## config.mk

```make
export PLATFORM = sky130hd
export DESIGN_NAME = slv_rsp_arb
export DESIGN_NICKNAME = d
export VERILOG_FILES = /design/src/rtl/slv_rsp_arb.sv
export SDC_FILE = /design/constraint.sdc
export NUM_CORES = 1
export LEC_CHECK = 0
export BUFFER_PORTS_ARGS = -buffer_cell sky130_fd_sc_hd__clkbuf_2
export CAP_MARGIN = 40
export CORE_AREA = 2 2 85 87
export DETAILED_ROUTE_END_ITERATION = 10
export DIE_AREA = 0 0 87 89
export GPL_ROUTABILITY_DRIVEN = 0
export PLACE_DENSITY = 0.79
export SYNTH_ARGS = -nofsm -noshare
export SYNTH_HDL_FRONTEND = slang
export SYNTH_SLANG_ARGS = --single-unit
```

## constraint.sdc

```tcl
create_clock -name clk -period 1.8 [get_ports clk]
set_input_delay 0 -clock clk [delete_from_list [all_inputs] [get_ports clk]]
set_output_delay 0 -clock clk [all_outputs]
set_load 0.05 [all_outputs]
```

## src/rtl/slv_rsp_arb.sv

```systemverilog
// rtl/slv_rsp_arb.sv - round-robin arbiter funnelling NCH slave channels onto one response channel
// A grant holds the response channel until rsp_ack or a TMO-cycle timeout, then idles one cycle.
module slv_rsp_arb #(
    parameter int NCH = 4,
    parameter int DW  = 32,
    parameter int TMO = 16
) (
    input  logic                   clk,
    input  logic                   rst,
    input  logic [NCH-1:0]         ch_req,
    input  logic [NCH*DW-1:0]      ch_data,
    output logic [NCH-1:0]         ch_ack,
    output logic                   rsp_req,
    output logic [DW-1:0]          rsp_data,
    input  logic                   rsp_ack,
    output logic                   rsp_err,
    output logic [$clog2(NCH)-1:0] grant_id,
    output logic                   busy
);

    localparam int GW = $clog2(NCH);
    localparam int CW = $clog2(TMO);
    localparam logic [CW-1:0] CNT_LAST = CW'(TMO - 1);
    localparam logic [GW-1:0] LAST_RST = GW'(NCH - 1);

    typedef enum logic [1:0] {
        S_IDLE  = 2'd0,
        S_GRANT = 2'd1,
        S_DONE  = 2'd2
    } state_t;

    state_t          state_q,      state_d;
    logic [GW-1:0]   grant_q,      grant_d;
    logic [GW-1:0]   last_grant_q, last_grant_d;
    logic [DW-1:0]   rsp_data_q,   rsp_data_d;
    logic            rsp_req_q,    rsp_req_d;
    logic [NCH-1:0]  ch_ack_q,     ch_ack_d;
    logic            rsp_err_q,    rsp_err_d;
    logic [CW-1:0]   cnt_q,        cnt_d;

    logic [GW-1:0]   winner;
    logic [GW-1:0]   cand;
    logic            found;

    // Search starts just above the previous winner so every channel gets a turn.
    always_comb begin
        winner = '0;
        cand   = '0;
        found  = 1'b0;
        for (int k = 1; k <= NCH; k++) begin
            cand = GW'((int'(last_grant_q) + k) % NCH);
            if (!found && ch_req[cand]) begin
                winner = cand;
                found  = 1'b1;
            end
        end
    end

    always_comb begin
        state_d      = state_q;
        grant_d      = grant_q;
        last_grant_d = last_grant_q;
        rsp_data_d   = rsp_data_q;
        rsp_req_d    = rsp_req_q;
        ch_ack_d     = '0;
        rsp_err_d    = 1'b0;
        cnt_d        = cnt_q;
        case (state_q)
            S_IDLE: begin
                if (found) begin
                    state_d    = S_GRANT;
                    grant_d    = winner;
                    rsp_data_d = ch_data[winner*DW +: DW];
                    rsp_req_d  = 1'b1;
                    cnt_d      = '0;
                end
            end
            S_GRANT: begin
                // An ack on the final wait cycle still counts as success.
                if (rsp_ack || (cnt_q == CNT_LAST)) begin
                    state_d           = S_DONE;
                    rsp_req_d         = 1'b0;
                    ch_ack_d[grant_q] = 1'b1;
                    rsp_err_d         = ~rsp_ack;
                    last_grant_d      = grant_q;
                end else begin
                    cnt_d = cnt_q + CW'(1);
                end
            end
            S_DONE: begin
                state_d = S_IDLE;
            end
            default: begin
                state_d = S_IDLE;
            end
        endcase
    end

    always_ff @(posedge clk) begin
        if (rst) begin
            state_q      <= S_IDLE;
            grant_q      <= '0;
            last_grant_q <= LAST_RST;
            rsp_data_q   <= '0;
            rsp_req_q    <= 1'b0;
            ch_ack_q     <= '0;
            rsp_err_q    <= 1'b0;
            cnt_q        <= '0;
        end else begin
            state_q      <= state_d;
            grant_q      <= grant_d;
            last_grant_q <= last_grant_d;
            rsp_data_q   <= rsp_data_d;
            rsp_req_q    <= rsp_req_d;
            ch_ack_q     <= ch_ack_d;
            rsp_err_q    <= rsp_err_d;
            cnt_q        <= cnt_d;
        end
    end

    assign ch_ack   = ch_ack_q;
    assign rsp_req  = rsp_req_q;
    assign rsp_data = rsp_data_q;
    assign rsp_err  = rsp_err_q;
    assign grant_id = grant_q;
    assign busy     = (state_q != S_IDLE);

endmodule

```

==> run metrics <==
status=finished clean; First-pass DRT Iterations=4; DRT iter0 DRCs=104; Worst Hold Endpoint=rsp_data[17]; half-perimeter wire length after placement=6400 um; Final Util=between 60% and 70%; GRT overflow=0; final total power=3.46 mW; post-synth top area cell=dfxtp_1; initial core utilization=43.2%; routed len/inst=14.3 um; H-Tree Depth=2; DP Cell Count=approximately 580; clock tree buffer depth=2; antenna violations before repair=0; CP Max Fanout=20; post-synthesis net count=470; async set-reset flop share out of synthesis=0%; # setup viols final=0; cell-internal power=2.21 mW; GR Util All Layers=20.6%; unrepaired setup endpoints after global routing=no; drc violations=0; Net Switching=1.25 mW; routed vias=3145; first-pass GRT wire length=12700 um; fin crit period=approximately 1600 ps; clock root cell=clkbuf_8; Num CTS Buffers=5; Pleak=2.03 nW; Final ANT Viol Nets=0; final slew viol count=0; Sw Share=36.2%; row count=30; CTS tree=yes; clock share of power=27.4%; Fmax=0.622 GHz; Hold/Removal Path Class=in2reg; relative slew slack=65.6%; Pwr Density=834 nW/um2; RR Startpoint=last_grant_q[0]; period utilization=between 80% and 90%; hold wc startpoint=ch_data[81]; Primary FF master, synth=dfxtp_1; Synth Area in Compound Gates=22.3%; Final TNS setup=0 ps; I/O pins=176; reg-to-reg setup timing slack=approximately 190 ps; fin area=4140 um2; critical path, cell by cell=nand2b_1 > o22a_1 > a211oi_2 > buf_4 > o21ai_0 > o211ai_1; r2r endpoint=rsp_data[19]; nets=approximately 650; post-CTS setup buffers=0; Gate Count Post-Synth=334; post-synthesis simple-gate area fraction=about a fifth; vias in the first global route=2932; register share of total power=36.0%; Die Y=89 um; Cell Area, Placed=3910 um2; clock sink count=48; Max Clock Skew=12.8 ps; vias per cell=5.30; die area=7740 um2; largest family of logic cells by synthesized area=compound AO/OA/AOI/OAI gates; Inserted Diodes=0; Hold WS=0.367 ps; Area Growth Syn to Fin=42.6%; R2R cell count=6; Adder-Cell Fraction of Synth Area=0.431%; Worst VDD drop=0.000503 V; chip width=~87 um; Seq/Total Area, Yosys=33.1%; Hold Crit Depth=3; share of the synthesized area in the top cell type=33.1%; Synth Register Bits=48; proportion of layout cells with a drive suffix above 1=42.5%; Ys Warns=0; Post-synth EDFFs=0; Max Cap Viol=0; critical path's largest stage delay=340 ps; critical path startpoint=last_grant_q[0]; Place WS=209 ps; Post-Syn Area=2910 um2; Final Non-Filler Cells=593; top post-synthesis cells by area=dfxtp_1 (33%), mux2i_1 (15%), and4_1 (6.0%); final WL=8470 um; Post-Synth XOR/XNOR Area=less than 1%; syn_area_per_cell=8.70 um2; largest net degree at the start of global routing=25; mux cell area share after synthesis=15.6%; CTS clock-pin slew for the worst setup and hold paths=approximately 100 ps; worst slew pin tran=514 ps; Critical Path AT=between 1500 and 2000 ps; final hold violations=0; CP Launch Type=flop; core area=6720 um2; CP Capture Type=flop; Worst Setup Slack, final=about 190 ps; kind of critical path=reg2reg; clk_lat worst skew=310 ps; Logic pwr share=36.6%; Worst EP required=approximately 2000 ps; I/O Buffers=between 150 and 200; post-synth cell types=41; Worst path slowest cell=dfxtp_1
## layout make-up
| class | count | area, um2 |
|---|---|---|
| fill | 594 | 2580 |
| multi-input combinational | 233 | 1720 |
| timing repair buffer | 201 | 1130 |
| sequential | 48 | 961 |
| tap | 80 | 100 |
| inverter | 23 | 86.3 |
| clock buffer | 5 | 68.8 |
| clock inverter | 3 | 68.8 |
## power groups by stage
stage,Clock (mW),Combinational [mW],Sequential [mW]
after floorplan,0,0.503,1.63
after global placement,0,1.23,1.27
after detailed placement,0,1.26,1.27
after CTS,0.963,1.28,1.24
after global routing,1.00,1.36,1.26
final,0.945,1.27,1.24
## worst max path at each step
stage / to / cells past startpoint
4_1_cts: rsp_data[19] / 6
2_1_floorplan: last_grant_q[0] / 6
3_5_place_dp: rsp_data[31] / 6
6_report: rsp_data[19] / 6
5_1_grt: cnt_q[2] / 6
3_3_place_gp: last_grant_q[0] / 5
## metal layers
layer / GRT usage, % / vias to the layer above / part of all wire (%)
li1: - / 1598 / -
met1: 22.8 / 1420 / 41
met2: 39.9 / 120 / 53
met3: 3.60 / 7 / 6.0
met4: 6.11 / 0 / 0.87
met5: 0 / - / 0
## placed cells by master (no fill, tap or decap), types with 2 or more instances in the layout
cell	netlist	layout
mux2i_1	44	44
a211o_1	2	2
nand2_1	29	29
clkbuf_2	0	175
inv_1	23	23
nand3_1	5	4
a21oi_1	5	5
nand2b_1	6	6
dfxtp_1	48	48
bufinv_16	0	2
o211ai_1	22	22
o221ai_1	3	3
buf_4	8	13
dlygate4sd3_1	0	10
nor3_1	3	3
clkbuf_8	0	5
a31oi_1	21	21
buf_12	0	3
xnor2_1	2	2
o21ai_0	18	18
nor2_1	12	12
nand3b_1	11	11
and4_1	20	20
o221ai_2	8	8
o21ai_1	4	3
## timing repair
item                      in CTS  in global routing
hold buffers                  10                  0
resized for setup              0                  0
hold endpoints to repair       9                  0
## cells in the mapped netlist, types with 2 or more instances
master	count
a31oi_1	21
a21oi_1	5
o211ai_1	22
a211o_1	2
and4_1	20
inv_1	23
o21ai_1	4
clkbuf_1	17
nand2_1	29
mux2i_1	44
xnor2_1	2
dfxtp_1	48
buf_4	8
o221ai_2	8
o21ai_0	18
buf_2	4
nor2_1	12
nor3_1	3
o221ai_1	3
nand3_1	5
nand3b_1	11
nand2b_1	6
## kinds of logic after synthesis
family	count (synthesis)
adder cells (fa/ha/maj)	1
AO/OA/AOI/OAI	89
multiplexers	45
flip-flops	48
XOR/XNOR	3
AND/OR/NAND/NOR	95
buffers and inverters	53
## critical path: cells and delay by family (launching register included)
family	cells	cell delay (ps)
flip-flops	1	340
AO/OA/AOI/OAI	4	750
buffers and inverters	1	250
AND/OR/NAND/NOR	1	170
## flip-flops by register name, indices dropped and copies added (netlist names)
register and cells:
cnt_q 4, ch_ack 4, grant_id 2, state_q 2, last_grant_q 2, rsp_data 32, rsp_req 1, rsp_err 1
Power figures use the tool's default switching activity.
